$ cat config.mk
export PLATFORM = sky130hd
export DESIGN_NAME = demux_1x2_32_buf
export DESIGN_NICKNAME = d
export VERILOG_FILES = /design/src/rtl/demux_1x2_32_buf.sv
export SDC_FILE = /design/constraint.sdc
export NUM_CORES = 1
export LEC_CHECK = 0
export CORE_UTILIZATION = 48
export DETAILED_ROUTE_END_ITERATION = 6
export GPL_TIMING_DRIVEN = 0
export PLACE_DENSITY = 0.87
export SLEW_MARGIN = 10
export SYNTH_ARGS = -nofsm -noshare
export SYNTH_HDL_FRONTEND = slang
export SYNTH_SLANG_ARGS = --single-unit
$ cat constraint.sdc
create_clock -name clk -period 1.5 [get_ports clk]
set_input_delay 0.3 -clock clk [delete_from_list [all_inputs] [get_ports clk]]
set_output_delay 0.3 -clock clk [all_outputs]
set_load 0.05 [all_outputs]
$ cat src/rtl/demux_1x2_32_buf.sv
// ----------------------------------------------------------------------------
// demux_1x2_32_buf
// Registered 1-to-2 demultiplexer. A single source stream is steered word by
// word to one of two sink streams. Each sink has its own 2-entry FIFO, so a
// stalled sink never blocks traffic bound for the other one.
//
// Ports
//   clk, rst_n             clock, asynchronous active-low reset
//   in_data/in_select      source word and destination (0 = a, 1 = b)
//   in_valid/in_ready      source handshake (in_ready depends only on
//                          in_select and registered FIFO occupancy)
//   a_data/a_valid/a_ready sink a handshake, a_data is the FIFO a head
//   b_data/b_valid/b_ready sink b handshake, b_data is the FIFO b head
//   a_count/b_count        wrapping count of words delivered per sink
// ----------------------------------------------------------------------------
module demux_1x2_32_buf #(
    parameter int unsigned WIDTH = 32,
    parameter int unsigned CNT_W = 16
) (
    input  logic             clk,
    input  logic             rst_n,
    input  logic [WIDTH-1:0] in_data,
    input  logic             in_select,
    input  logic             in_valid,
    output logic             in_ready,
    output logic [WIDTH-1:0] a_data,
    output logic             a_valid,
    input  logic             a_ready,
    output logic [WIDTH-1:0] b_data,
    output logic             b_valid,
    input  logic             b_ready,
    output logic [CNT_W-1:0] a_count,
    output logic [CNT_W-1:0] b_count
);

    localparam int unsigned NUM_OUT = 2;
    localparam int unsigned OCC_W   = 2;

    localparam logic [OCC_W-1:0] OCC_EMPTY = OCC_W'(0);
    localparam logic [OCC_W-1:0] OCC_ONE   = OCC_W'(1);
    localparam logic [OCC_W-1:0] OCC_FULL  = OCC_W'(2);

    // Per-output FIFO state: head is the presented word, tail the second slot.
    logic [WIDTH-1:0] head_q [NUM_OUT];
    logic [WIDTH-1:0] head_d [NUM_OUT];
    logic [WIDTH-1:0] tail_q [NUM_OUT];
    logic [WIDTH-1:0] tail_d [NUM_OUT];
    logic [OCC_W-1:0] occ_q  [NUM_OUT];
    logic [OCC_W-1:0] occ_d  [NUM_OUT];
    logic [CNT_W-1:0] cnt_q  [NUM_OUT];
    logic [CNT_W-1:0] cnt_d  [NUM_OUT];

    logic sink_rdy [NUM_OUT];
    logic push     [NUM_OUT];
    logic pop      [NUM_OUT];

    assign sink_rdy[0] = a_ready;
    assign sink_rdy[1] = b_ready;

    // Ready looks only at the selected FIFO's registered occupancy.
    assign in_ready = in_select ? (occ_q[1] != OCC_FULL) : (occ_q[0] != OCC_FULL);

    // FIFO next-state and delivery counters.
    always_comb begin
        for (int i = 0; i < int'(NUM_OUT); i++) begin
            head_d[i] = head_q[i];
            tail_d[i] = tail_q[i];
            occ_d[i]  = occ_q[i];
            cnt_d[i]  = cnt_q[i];
            push[i]   = in_valid & in_ready & (in_select == 1'(i));
            pop[i]    = (occ_q[i] != OCC_EMPTY) & sink_rdy[i];

            case (occ_q[i])
                OCC_EMPTY: begin
                    if (push[i]) begin
                        head_d[i] = in_data;
                        occ_d[i]  = OCC_ONE;
                    end
                end
                OCC_ONE: begin
                    // Simultaneous push/pop: incoming word replaces the head.
                    if (push[i] && pop[i]) begin
                        head_d[i] = in_data;
                    end else if (push[i]) begin
                        tail_d[i] = in_data;
                        occ_d[i]  = OCC_FULL;
                    end else if (pop[i]) begin
                        occ_d[i]  = OCC_EMPTY;
                    end
                end
                default: begin
                    // Full: push is blocked by in_ready, only pops occur.
                    if (pop[i]) begin
                        head_d[i] = tail_q[i];
                        occ_d[i]  = OCC_ONE;
                    end
                end
            endcase

            if (pop[i]) begin
                cnt_d[i] = cnt_q[i] + CNT_W'(1);
            end
        end
    end

    // State registers; reset discards all in-flight words.
    always_ff @(posedge clk or negedge rst_n) begin
        if (!rst_n) begin
            for (int i = 0; i < int'(NUM_OUT); i++) begin
                head_q[i] <= '0;
                tail_q[i] <= '0;
                occ_q[i]  <= OCC_EMPTY;
                cnt_q[i]  <= '0;
            end
        end else begin
            for (int i = 0; i < int'(NUM_OUT); i++) begin
                head_q[i] <= head_d[i];
                tail_q[i] <= tail_d[i];
                occ_q[i]  <= occ_d[i];
                cnt_q[i]  <= cnt_d[i];
            end
        end
    end

    assign a_data  = head_q[0];
    assign b_data  = head_q[1];
    assign a_valid = (occ_q[0] != OCC_EMPTY);
    assign b_valid = (occ_q[1] != OCC_EMPTY);
    assign a_count = cnt_q[0];
    assign b_count = cnt_q[1];

endmodule

After elaboration in Yosys (flattened, before gate mapping)
Cells that the tools add are included.
- memories: 0
- register bits after elaboration: 164
- output and inout port bits: 99
- bits in latches: 0
- bits in read-only memories: 0
- RAM bits: 0
- input bits: 38
- logic and storage cells: 65
- equality and inequality tests: 12
- div/mod/pow operators: 0
- multiplexer cells: 21
- add/subtract/negate cells: 2
- order comparisons: 0
- $mul: 0
- bitwise operators: 8
- shift-type cells: 0
- reduce and logical (&&, ||, !) cells: 14
- operator list (kind ; count):
    32-bit two-way mux ; 6
    32-bit one-hot mux with 2 select lines ; 2
    16-bit by 1-bit adder with 16-bit output, second input constant ; 2
    2-bit two-way mux ; 10
    2-bit != test, second input constant ; 8
    3-bit AND reduction ; 4
    2-bit one-hot mux with 2 select lines ; 2
    4-bit AND reduction ; 2
    3-bit != test, second input constant ; 2
    3-bit nonzero test ; 2
    1-bit AND ; 5
    2-bit by 1-bit equality test with 1-bit output, second input constant ; 2
    2-bit logical NOT ; 2
    2-bit nonzero test ; 2
    1-bit inverter ; 3
    1-bit logical AND ; 2
    1-bit two-way mux ; 1

Depth between registers and ports, before layout
- depth in word-level cells: 7
- depth in mapped cells: 7
- gate-level depth less buffers: 5

Worst setup path after synthesis
OpenSTA, ideal clock, no wires.
- kind: flip-flop to flip-flop
- start: register cnt_q (netlist bit a_count[0])
- end: register cnt_q (netlist bit a_count[10])
- setup slack: -0.277 ns
- cell stages (with the launch flop): 6
- path buffers: 0
- library setup time: 0.142 ns
- data required time: 1.358 ns
- arrival time: 1.635 ns
- clock period less this slack: 1.777 ns
- cell sequence: dfrtp_1 -> ha_1 -> nand2_1 -> nor4_4 -> nand3_1 -> xnor2_1
- longest elaborated chain between the ends: 1
- ends and longest elaborated chain (element ; RTL line ; source):
    start: declaration ; 50 ; logic [CNT_W-1:0] cnt_q [NUM_OUT];
    start signal: indexed assignment ; 120 ; cnt_q[i] <= cnt_d[i];
    16-bit by 1-bit adder with 16-bit output ; 101 ; cnt_d[i] = cnt_q[i] + CNT_W'(1);
No other way between the ends.
A chain may end at the register's enable or synchronous reset.

Final worst setup path
- start: register occ_q[3] (netlist bit)
- end: output port in_ready
- longest elaborated chain between the ends: 2
- ends and longest elaborated chain (element ; RTL line ; source):
    start: declaration ; 48 ; logic [OCC_W-1:0] occ_q [NUM_OUT];
    start signal: indexed assignment ; 119 ; occ_q[i] <= occ_d[i];
    2-bit != test ; 61 ; assign in_ready = in_select ? (occ_q[1] != OCC_FULL) : (occ_q[0] != OCC_FULL);
    1-bit two-way mux ; 61 ;
    end: declaration ; 25 ; output logic in_ready,
No other way between the ends.

==> Implementation_results.wiki <==
{| class="wikitable"
! Metric !! Value
|-
| Placeable core region || 15300 µm²
|-
| Routed Antenna Nets || 0
|-
| Cell at the root of the clock tree || clkbuf_16
|-
| Pwr/cell area || 1780 nW/µm²
|-
| Length of the first detailed-routing pass in iterations || 4
|-
| Highest clock rate || 582 MHz
|-
| Global-route wire length before repair || 31700 µm
|-
| Number of antenna violations at the first check in global routing || 0
|-
| Final WS setup || -0.217 ns
|-
| Worst-case clock buffer depth || 2
|-
| Delay of the slowest cell on the worst path || 0.39 ns
|-
| Critical-path maximum fanout || 3
|-
| Area used by multi-input combinational logic || 3780 µm²
|-
| Final core utilization || 0.694
|-
| Cells along the critical path || inv_2, buf_8, o31a_4, buf_8
|-
| All-layer global routing usage || 0.254
|-
| Maximum VDD drop || 890 µV
|-
| Post-synthesis compound-gate area fraction || 0.137
|-
| Nets || 850
|-
| Number of buffers added on ports || 136
|-
| CTS buffer count || 17
|-
| Number of synthesized register bits || 164
|-
| Number of placement rows || 45
|-
| Share of power burned in the clock network || 0.223
|-
| Post-Synth Simple-Gate Area || 0.0541
|-
| Combined flip-flop and latch cell area || 4130 µm²
|-
| Final worst path period need || 1.72 ns
|-
| Violations in the final reports || negative setup slack
|-
| Syn nets || 658
|-
| Maximum Capacitance Violations || 0
|-
| Antenna Diode Count || 0
|-
| Violation count after the first detailed-route iteration || 452
|-
| Post-Place Cells || 966
|-
| Largest family of logic cells by synthesized area || multiplexers
|-
| Clock tree from TritonCTS || done
|-
| Proportion of total power due to net switching || 0.405
|-
| Num ports || 137
|-
| Mapped cell area || 7510 µm²
|-
| Number of warnings issued by yosys || 0
|-
| Clock-pin slew on the worst setup and hold paths || 0.06 ns
|-
| Non-filler cells, final || 1034
|-
| Via count || 6085
|-
| Largest net degree at the start of global routing || 86
|-
| Wirelength, routed || 21600 µm
|-
| Synth unique cells || 42
|-
| Status || complete, but fails checks
|-
| CTS H-tree lvls || 4
|-
| Die W || 127 µm
|-
| Gate Count Post-Synth || 618
|-
| Share of the cycle needed by the critical path after routing || 1.14
|-
| Starting density of the core || 0.492
|-
| Final count of hold timing violations || 0
|-
| DRC viols || 0
|-
| Final count of pins violating max slew || 0
|-
| RD Place Congestion || 0.791
|-
| Portion of the post-synthesis area used by sequential elements || 0.546
|-
| CP arrival || 1.42 ns
|-
| Startpoint class of the critical path || flop
|-
| Synthesized-area fraction occupied by adder cells || 0.00333
|-
| Leading cell types by total area after synthesis || dfrtp_1, mux2_2, o22ai_1, a21oi_1, mux2i_1
|-
| Max-Slew Margin vs Limit || 0.510
|-
| CP Capture Type || output pin
|-
| Critical path data required time || 1.20 ns
|-
| Synthesized area per cell || 12.2 µm²
|-
| Commonest non-fill, non-tap cells in the layout || dfrtp_1, buf_2, o22ai_1, mux2_4, a21oi_1
|-
| Number of flops mapped to enable cells by yosys || 0
|-
| Leading cell type in the layout, fill and taps excluded || dfrtp_1
|-
| Post-DP HPWL || 12600 µm
|-
| P_sw || 7630 µW
|-
| Logic pwr share || 0.397
|-
| Cell internal power dissipation || 11200 µW
|-
| Power share of the sequential group || 0.380
|-
| Mux cell area share after synthesis || 0.188
|-
| Library cell appearing most often on the critical path || buf_8
|-
| WL per Instance || 20.9 µm
|-
| Number of global-route vias before repair || 6004
|-
| Area growth, synth to finish || 41.0%
|-
| Filler cells || 1096
|-
| Setup-failing EPs final || 96
|-
| Share of Yosys cell area claimed by the top area cell type || 0.546
|-
| Most used flip-flop cell after synthesis || dfrtp_1
|-
| Hold/Removal Path Class || input port to flop
|-
| Setup CP Type || flop to output pin
|-
| Static power due to leakage || 0.00471 µW
|-
| Total Die Area || 16200 µm²
|-
| Async set-or-reset flop fraction in the synthesized netlist || 1.00
|-
| Largest clock skew in the final design || 0.0101 ns
|-
| CTS Sinks || 164
|-
| Vias per inst || 5.88
|-
| Setup repair after global routing missed its margin || true
|-
| Cell type contributing the most total cell area after synthesis || dfrtp_1
|-
| Pin slew with the least headroom to its limit || 0.735 ns
|-
| Residual overflow from global routing || 0
|-
| Slowest library cell on the worst path || dfrtp_2
|-
| Clk Latency, worst-skew pair || 0.43 ns
|-
| Xor/xnor share of the synthesized area || 0.0350
|-
| Ratio of cells with drive above 1 in the final layout || 0.490
|-
| Die boundary height || 127 µm
|}
[registers in the layout, summed over array words and instances (netlist names)]
register	cells
b_data	32
occ_q	4
b_count	16
tail_q	64
a_data	32
a_count	16
[worst paths after layout]
check,slack [ns],end,cells after the start,start
max,-0.22,in_ready,4,occ_q[3]$_DFFE_PN0P_
min,0.43,b_data[31]$_DFFE_PN0P_,4,b_ready
max reg2reg,-0.20,b_data[14]$_DFFE_PN0P_,7,occ_q[0]$_DFFE_PN0P_
min reg2reg,0.47,a_count[15]$_DFFE_PN0P_,1,a_count[15]$_DFFE_PN0P_
max in group asynchronous,0.23,b_count[1]$_DFFE_PN0P_,3,rst_n
min in group asynchronous,0.44,b_count[15]$_DFFE_PN0P_,2,rst_n
[through the flow]
| step | instance area (µm²) | worst slack, ns | setup TNS (ns) | power (µW) | hold slack (ns) |
|---|---|---|---|---|---|
| after floorplan | 7570 | -0.0217 | -0.658 | 11700 | 0.00441 |
| after global placement | 9200 | -7.17 | -1173.74 | 13900 | 0.459 |
| after detailed placement | 9230 | -0.821 | -90.04 | 14200 | 0.320 |
| after CTS | 9980 | -0.225 | -5.96 | 18200 | 0.458 |
| after global routing | 10600 | -0.268 | -13.14 | 19600 | 0.465 |
| final | 10600 | -0.217 | -8.40 | 18800 | 0.426 |
[power by group through the flow]
stage          combinational [µW]  sequential, µW  clock [µW]
2_1_floorplan                2400            9320           0
3_3_place_gp                 6940            6990           0
3_5_place_dp                 7120            7070           0
4_1_cts                      6990            7030        4220
5_1_grt                      7840            7320        4420
6_report                     7470            7170        4200
[logic make-up after synthesis]
group	count (synthesis)
AND/OR/NAND/NOR	72
flip-flops	164
adder cells (fa/ha/maj)	2
XOR/XNOR	30
buffers and inverters	47
AO/OA/AOI/OAI	174
multiplexers	129
[layout make-up]
type | instances | area share
Buffer | 43 | 0.0428
Sequential cell | 164 | 0.390
Inverter | 2 | 0.000709
Clock buffer | 24 | 0.0493
Multi-Input combinational cell | 407 | 0.357
Tap cell | 211 | 0.0249
Timing Repair Buffer | 175 | 0.131
Clock inverter | 8 | 0.00449
[critical path: cells and delay by family, from the launching register on]
family / cells / cell delay [ns]
AO/OA/AOI/OAI: 1 / 0.27
buffers and inverters: 3 / 0.33
flip-flops: 1 / 0.39
[cells in the mapped netlist (4+ instances only)]
| cell type | n |
|---|---|
| and3_1 | 5 |
| a21oi_1 | 67 |
| mux2i_1 | 32 |
| mux2_2 | 95 |
| xor2_1 | 9 |
| clkbuf_1 | 17 |
| o22ai_1 | 95 |
| buf_2 | 17 |
| nand2_1 | 17 |
| dfrtp_1 | 164 |
| nor2_1 | 12 |
| nand3_1 | 7 |
| buf_6 | 9 |
| nand4_1 | 8 |
| nand2b_1 | 4 |
| xnor2_1 | 21 |
[routing by layer]
layer / vias to the layer above / routed length (µm) / global-route usage
met5: - / 0 / 0
met4: 0 / 353 / 0.0994
met3: 34 / 1090 / 0.0523
met2: 207 / 10700 / 0.411
met1: 3144 / 9460 / 0.336
li1: 2700 / - / -
[repair_timing]
action                                 in CTS  in global routing
setup endpoints to repair                 233                146
pin swaps                                  11                 12
endpoints found under the hold margin      79                  0
buffers inserted                           19                 11
resized for setup                         580                133
cloned                                      1                  7
hold buffers                                1                  0
Power figures use the tool's default switching activity.
